===== src/rtl/ets_sweep_controller.sv =====
// Equivalent-time sweep sequencer: steps the ETS clock phase, runs the offset sampler at
// each position and queues the results in a fallthrough FIFO that the host drains.
module ets_sweep_controller #(
  parameter int RESULT_WIDTH  = 32,
  parameter int DEPTH         = 64,
  parameter int STEP_WIDTH    = 16,
  parameter int SETTLE_CYCLES = 16
) (
  input  logic                    clk,
  input  logic                    reset_n,
  input  logic                    start,
  input  logic                    abort,
  input  logic [STEP_WIDTH-1:0]   step_count,
  output logic                    sampler_request_run,
  input  logic                    sampler_running,
  input  logic                    sampler_result_ready,
  input  logic [RESULT_WIDTH-1:0] sampler_result,
  output logic                    phase_step,
  input  logic                    phase_step_ack,
  output logic                    busy,
  output logic                    done,
  output logic [STEP_WIDTH-1:0]   position,
  input  logic                    rd_en,
  output logic                    rd_valid,
  output logic [RESULT_WIDTH-1:0] rd_data,
  output logic [$clog2(DEPTH):0]  level
);
  localparam int AW = $clog2(DEPTH);
  localparam int CW = $clog2(SETTLE_CYCLES + 1);
  localparam logic [AW:0]         PTR_ONE    = 1;
  localparam logic [STEP_WIDTH-1:0] STEP_ONE = 1;
  localparam logic [CW-1:0]       SET_ONE    = 1;
  localparam logic [CW-1:0]       SET_LOAD   = CW'(SETTLE_CYCLES);

  typedef enum logic [2:0] {
    IDLE, CHECK, REQUEST, WAIT_RESULT, STEP, WAIT_ACK, SETTLE, DRAIN
  } state_t;

  state_t                  state, state_n;
  logic [STEP_WIDTH-1:0]   count_q, count_n, pos_n;
  logic [CW-1:0]           settle_q, settle_n;
  logic                    done_n, push, pop, flush, full;
  logic [AW:0]             wr_ptr, rd_ptr;
  logic [RESULT_WIDTH-1:0] mem [DEPTH];

  // Pointers carry one extra wrap bit, so level reaches DEPTH only when its MSB is set.
  assign level    = wr_ptr - rd_ptr;
  assign full     = level[AW];
  assign rd_valid = (level != '0);
  assign rd_data  = mem[rd_ptr[AW-1:0]];
  assign pop      = rd_en && rd_valid;

  always_comb begin
    state_n  = state;
    count_n  = count_q;
    pos_n    = position;
    settle_n = settle_q;
    done_n   = 1'b0;
    push     = 1'b0;
    flush    = 1'b0;
    // DRAIN is already the abort path; a second abort there must not strand the sampler.
    if (abort && state != IDLE && state != DRAIN) begin
      if ((state == REQUEST && sampler_running) ||
          (state == WAIT_RESULT && !sampler_result_ready)) begin
        state_n = DRAIN;
      end else begin
        state_n = IDLE;
        done_n  = 1'b1;
      end
    end else begin
      case (state)
        IDLE: if (start) begin
          count_n = step_count;
          pos_n   = '0;
          flush   = 1'b1;
          if (step_count == '0) done_n = 1'b1;
          else                  state_n = CHECK;
        end
        CHECK:   if (!full) state_n = REQUEST;
        REQUEST: if (sampler_running) state_n = WAIT_RESULT;
        WAIT_RESULT: if (sampler_result_ready) begin
          push = 1'b1;
          if (position == count_q - STEP_ONE) begin
            state_n = IDLE;
            done_n  = 1'b1;
          end else begin
            state_n = STEP;
            pos_n   = position + STEP_ONE;
          end
        end
        STEP: state_n = WAIT_ACK;
        WAIT_ACK: if (phase_step_ack) begin
          state_n  = SETTLE;
          settle_n = SET_LOAD;
        end
        SETTLE: begin
          settle_n = settle_q - SET_ONE;
          if (settle_q == SET_ONE) state_n = CHECK;
        end
        DRAIN: if (sampler_result_ready) begin
          state_n = IDLE;
          done_n  = 1'b1;
        end
        default: state_n = IDLE;
      endcase
    end
  end

  // Outputs are decoded from the next state so each one is a plain flop.
  always_ff @(posedge clk or negedge reset_n) begin
    if (!reset_n) begin
      state               <= IDLE;
      count_q             <= '0;
      position            <= '0;
      settle_q            <= '0;
      sampler_request_run <= 1'b0;
      phase_step          <= 1'b0;
      busy                <= 1'b0;
      done                <= 1'b0;
    end else begin
      state               <= state_n;
      count_q             <= count_n;
      position            <= pos_n;
      settle_q            <= settle_n;
      sampler_request_run <= (state_n == REQUEST);
      phase_step          <= (state_n == STEP);
      busy                <= (state_n != IDLE);
      done                <= done_n;
    end
  end

  always_ff @(posedge clk or negedge reset_n) begin
    if (!reset_n) begin
      wr_ptr <= '0;
      rd_ptr <= '0;
    end else if (flush) begin
      wr_ptr <= '0;
      rd_ptr <= '0;
    end else begin
      if (push) wr_ptr <= wr_ptr + PTR_ONE;
      if (pop)  rd_ptr <= rd_ptr + PTR_ONE;
    end
  end

  always_ff @(posedge clk) begin
    if (push) mem[wr_ptr[AW-1:0]] <= sampler_result;
  end

endmodule


===== config.mk =====
export PLATFORM = sky130hd
export DESIGN_NAME = ets_sweep_controller
export DESIGN_NICKNAME = d
export VERILOG_FILES = /design/src/rtl/ets_sweep_controller.sv
export SDC_FILE = /design/constraint.sdc
export NUM_CORES = 2
export LEC_CHECK = 0
export CAP_MARGIN = 15
export CORE_MARGIN = 2
export CORE_UTILIZATION = 30
export DETAILED_ROUTE_END_ITERATION = 10
export PLACE_DENSITY = 0.42
export SYNTH_ARGS = -nofsm -noshare
export SYNTH_HDL_FRONTEND = slang
export SYNTH_SLANG_ARGS = --single-unit
export TNS_END_PERCENT = 5

===== constraint.sdc =====
create_clock -name clk -period 5.05 [get_ports clk]
set_input_delay 0.7575 -clock clk [delete_from_list [all_inputs] [get_ports clk]]
set_output_delay 0.7575 -clock clk [all_outputs]
set_load 0.03 [all_outputs]

## Word level (Yosys, flattened, before mapping)

Memories as Yosys holds them, arrays and structs flattened.
Index checks and enable logic that the tools add are counted.

- Bitwise gates (word level): 1
- Reductions and logical operators: 19
- $add $sub $neg: 6
- Equality and inequality tests: 16
- Mux-type cells: 37

Operators by type and width:

| kind | count |
|---|---|
| $mux W16 | 3 |
| $mux W3 | 11 |
| $pmux W16 S2 | 1 |
| $mux W7 | 4 |
| $pmux W3 S8 | 1 |
| $add A16 B1 Y16 const B | 1 |
| $eq A16 B16 Y1 | 1 |
| $logic_not A16 Y1 | 1 |
| $sub A16 B1 Y16 const B | 1 |
| $eq A3 B3 Y1 const B | 5 |
| $add A7 B1 Y7 const B | 2 |
| $mux W1 | 14 |
| $pmux W5 S2 | 1 |
| $eq A3 B2 Y1 const B | 3 |
| $ne A2 B2 Y1 const B | 4 |
| $reduce_bool A2 Y1 | 4 |
| $reduce_bool A7 Y1 | 1 |
| $sub A7 B7 Y7 | 1 |
| $reduce_and A3 Y1 | 2 |
| $reduce_bool A3 Y1 | 2 |
| $eq A5 B1 Y1 const B | 1 |
| $logic_and A1 B1 Y1 | 5 |
| $mux W5 | 1 |
| $reduce_and A5 Y1 | 1 |
| other kinds (8) | 8 |

- Memories kept: 1
- Output and inout port bits: 60
- Memory bits (writable): 2048
- Register bits: 58
- Logic and storage cells: 90

Memories:

| memory | words | bits a word | rd ports | clocked after Yosys merged registers in | wr ports | RTL line | RTL |
|---|---|---|---|---|---|---|---|
| mem | 64 | 32 | 1 | 0 | 1 | 44 | `logic [RESULT_WIDTH-1:0] mem [DEPTH];` |

## Depth between registers and ports, before layout

- Depth in word-level cells: 7
- Mapped depth: 15

## Worst setup path after synthesis

Ideal clock, no wire load.

- Path type: reg2out
- Start point: reg rd_ptr[1]
- End point: out rd_valid
- Path slack: 0.436 ns
- Arrival: 3.856 ns
- Path buffers: 3
- Cell stages (with the launch flop): 12
- Cells stage by stage: dfrtp_1 clkbuf_1 buf_1 clkbuf_1 inv_1 ha_1 nor2b_1 o21a_1 o21a_1 o311ai_0 or4b_2 or2_2

- Cells in the longest elaborated chain, start to end: 2

Ends and longest elaborated chain:

| item | RTL line | RTL |
|---|---|---|
| start, declared | 43 | `logic [AW:0] wr_ptr, rd_ptr;` |
| start signal, assigned | 141 | `if (pop) rd_ptr <= rd_ptr + PTR_ONE;` |
| $sub A7 B7 Y7 | 47 | `assign level = wr_ptr - rd_ptr;` |
| via level[5] | 26 | `output logic [$clog2(DEPTH):0] level` |
| $reduce_bool A7 Y1 | 49 | `assign rd_valid = (level != '0);` |
| end, declared | 24 | `output logic rd_valid,` |

The timed path passes the listed nets, and every way through them passes these cells.

## Worst setup path in the final report

- Start point: reg rd_ptr[1]
- End point: out rd_data[13]

- Cells in the longest elaborated chain, start to end: 1

Ends and longest elaborated chain:

| item | RTL line | RTL |
|---|---|---|
| $mem_v2 Z64 W32 | n/a |  |
| end, declared | 25 | `output logic [RESULT_WIDTH-1:0] rd_data,` |

No other way between the ends.

==> impl_metrics.env <==
export IMPL_synth_fp_nets=3505
export IMPL_gr_usage_all_layers=0.184
export IMPL_synth_edf_count=2048
export IMPL_via_per_inst=5.12
export IMPL_hold_viol=0
export IMPL_core_area_sq_um=271000
export IMPL_yosysUniqueCellTypes=65
export IMPL_antenna_found_initial=35
export IMPL_setup_slack_ns=0.0774
export IMPL_slew_viol_final=0
export IMPL_gp_congestion=0.739
export IMPL_cts_sinks=2106
export IMPL_synth_area_sq_um=81500
export IMPL_synth_xor_area_share=0.00247
export IMPL_status="completed"
export IMPL_final_instance_count_excl_fill=7571
export IMPL_powerDensity_nw_per_um2=496
export IMPL_r2r_end="mem[51][22]$_DFFE_PP_"
export IMPL_synth_compound_gate_area_share=0.00734
export IMPL_avgRoutedWirePerCell_microns=33.8
export IMPL_drcViolationCount=0
export IMPL_start_util=0.301
export IMPL_ys_seq_area_frac=0.773
export IMPL_critPathKind="reg2out"
export IMPL_max_freq_mhz=201
export IMPL_place_ws_ns=0.798
export IMPL_critical_path_startpoint="rd_ptr[1]$_DFFE_PN0P_"
export IMPL_worst_path_max_fanout=53
export IMPL_period_share=0.985
export IMPL_cp_arrival_ns=4.22
export IMPL_worstSetupEndpointType="output pin"
export IMPL_dr_pass1_iters=5
export IMPL_layout_commonest_cell="edfxtp_1"
export IMPL_tightestPinTransition_ns=1.15
export IMPL_die_h_microns=525
export IMPL_dr_first_iter_drc_count=4177
export IMPL_totalWireLength_mm=256
export IMPL_synth_top_flop_cell="edfxtp_1"
export IMPL_hold_start="sampler_result[13]"
export IMPL_maxCapViolations=0
export IMPL_cts_inserted_buffers=225
export IMPL_syn_inst=3436
export IMPL_syn_to_final_growth_pct=19.0
export IMPL_final_cell_mix="2048 x edfxtp_1, 672 x mux4_2, 230 x clkbuf_16, 111 x buf_4, 84 x nand2_1"
export IMPL_clockBufferDepth=3
export IMPL_layout_nets=3854
export IMPL_drive_gt1_frac=0.336
export IMPL_portBuffers=115
export IMPL_hpwl_mm=140
export IMPL_p_leak_nw=29.7
export IMPL_worst_r2r_cell_count=7
export IMPL_ys_warn_count=0
export IMPL_crit_end="rd_data[13]"
export IMPL_avgSynthCellArea_sq_um=23.7
export IMPL_async_reset_ff_frac=0.0275
export IMPL_finalClockSkew_ns=0.0671
export IMPL_placedCellCount=7106
export IMPL_globalRoute_totalOverflow=0
export IMPL_cts_tree="built"
export IMPL_grt_pass1_vias=39700
export IMPL_vias=38700
export IMPL_power_total_w=0.0481
export IMPL_hold_class="in2reg"
export IMPL_yosys_area_share_simple=0.0187
export IMPL_synthMuxAreaShare=0.187
export IMPL_required_ns=4.29
export IMPL_worst_slew_margin_rel=0.231
export IMPL_clock_latency_ns=0.89
export IMPL_period_needed_ns=4.97
export IMPL_start_kind="register"
export IMPL_grt_pass1_wl_mm=347
export IMPL_cts_root_buf="clkbuf_16"
export IMPL_synth_seq_cells=2106
export IMPL_fillers=24800
export IMPL_rsz0062_at_grt="yes"
export IMPL_antenna_left=0
export IMPL_tns_ns=0
export IMPL_dieArea_sq_um=276000
export IMPL_die_width_microns=525
export IMPL_cts_max_level=4
export IMPL_synth_adder_area_share=0.00209
export IMPL_peakVddDrop_mv=0.369
export IMPL_rr_startpoint="state[2]$_DFF_PN0_"
export IMPL_setup_violations=0
export IMPL_io_pins=116
export IMPL_clk_pin_slew_worst_paths_ns=0.06
export IMPL_synth_top_family_by_area="multiplexers"
export IMPL_rrSetupSlack_ns=1.29
export IMPL_rows=191
export IMPL_grt_start_max_net_pins=87
## synth_stat cells, types with 3 or more instances
master    number  area [sq um]
buf_2          6          30.0
xor2_1        14           123
nand2_1       84           315
o311ai_0       4          35.0
o21ai_0       24           120
o211a_1        3          30.0
nor3b_1        6          45.0
nor2_1       101           379
nor3_1        18          90.1
and3_1         3          18.8
xnor2_1        9          78.8
clkbuf_1     111           417
a21o_1         6          45.0
nor2b_1        7          43.8
a21boi_0       3          22.5
o31a_1         3          26.3
or3_1          9          56.3
mux4_2       672         15100
mux2i_1        8          80.1
dfrtp_1       58          1450
nor4_1        12          75.1
nand3b_1       4          30.0
nand3_1       28           140
buf_1         62           233
o21a_1         4          30.0
nand4_1       10          62.6
or4_1          3          22.5
nor4b_1        4          35.0
nand2b_1       6          37.5
a211oi_1       4          30.0
a21oi_1       15          75.1
edfxtp_1    2048         61500
inv_1         27           101
or2_2          7          43.8
ha_1          12           150
## critical path, cell delays in order (launching register included)
cell	delay, ns
dfrtp_4	0.62
buf_12	0.35
buf_4	0.44
mux4_2	0.38
mux4_2	0.54
mux4_2	0.70
buf_6	0.23
## registers in the layout, summed over array words and instances (netlist names)
signal               count
phase_step               1
position                16
mem                   2048
wr_ptr                   7
settle_q                 5
state                    3
rd_ptr                   7
done                     1
sampler_request_run      1
busy                     1
count_q                 16
## kinds of logic after synthesis
group / after synthesis
flip-flops: 2106
AND/OR/NAND/NOR: 315
adder cells (fa/ha/maj): 13
AO/OA/AOI/OAI: 88
multiplexers: 681
buffers and inverters: 210
XOR/XNOR: 23
## cell type report
class                           instances  area, sq um  area share
Inverter                               28          114     0.00117
Sequential cell                      2106        63000       0.650
Tap cell                             3570         4470      0.0461
Multi-Input combinational cell       1120        18200       0.188
Clock inverter                        158         1700      0.0175
Clock buffer                          266         5780      0.0597
Timing Repair Buffer                  304         3640      0.0375
Antenna cell                           19         47.5    0.000491
## worst min-delay path by stage
stage,to,slack (ns),cells past startpoint
detailed placement,count_q[15]$_DFFE_PN0P_,0.49,2
global route,mem[51][13]$_DFFE_PP_,0.16,1
CTS,count_q[5]$_DFFE_PN0P_,0.34,2
global placement,count_q[15]$_DFFE_PN0P_,0.50,2
finish,mem[51][13]$_DFFE_PP_,0.19,1
floorplan,busy$_DFF_PN0_,0.46,0
## power by group
group	internal [W]	switching, W
clock network	0.00965	0.00713
logic	0.00579	0.00600
registers	0.0193	0.000242
## through the flow
stage | utilization | instance area (sq um) | hold slack, ns
6_report | 0.358 | 96900 | 0.189
5_1_grt | 0.358 | 96900 | 0.159
4_1_cts | 0.357 | 96500 | 0.341
3_5_place_dp | 0.329 | 88900 | 0.490
3_3_place_gp | 0.329 | 88900 | 0.501
2_1_floorplan | - | 81500 | 0.462
## what timing repair did
action                     4_1_cts  5_1_grt
hold endpoints to repair        20        0
setup endpoints to repair       24       16
hold buffers                     1        0
resized for setup               22        2
cloned                           1        5
setup buffers                    3        0
## routing by layer
layer  GRT usage  vias to the layer above  share of wire
met4      0.0557                        4          0.027
li1            -                    15500              -
met5           0                        -        0.00010
met3      0.0321                      324          0.055
met1       0.251                    21600           0.43
met2       0.300                     1223           0.49
(Power assumes the default switching activity.)
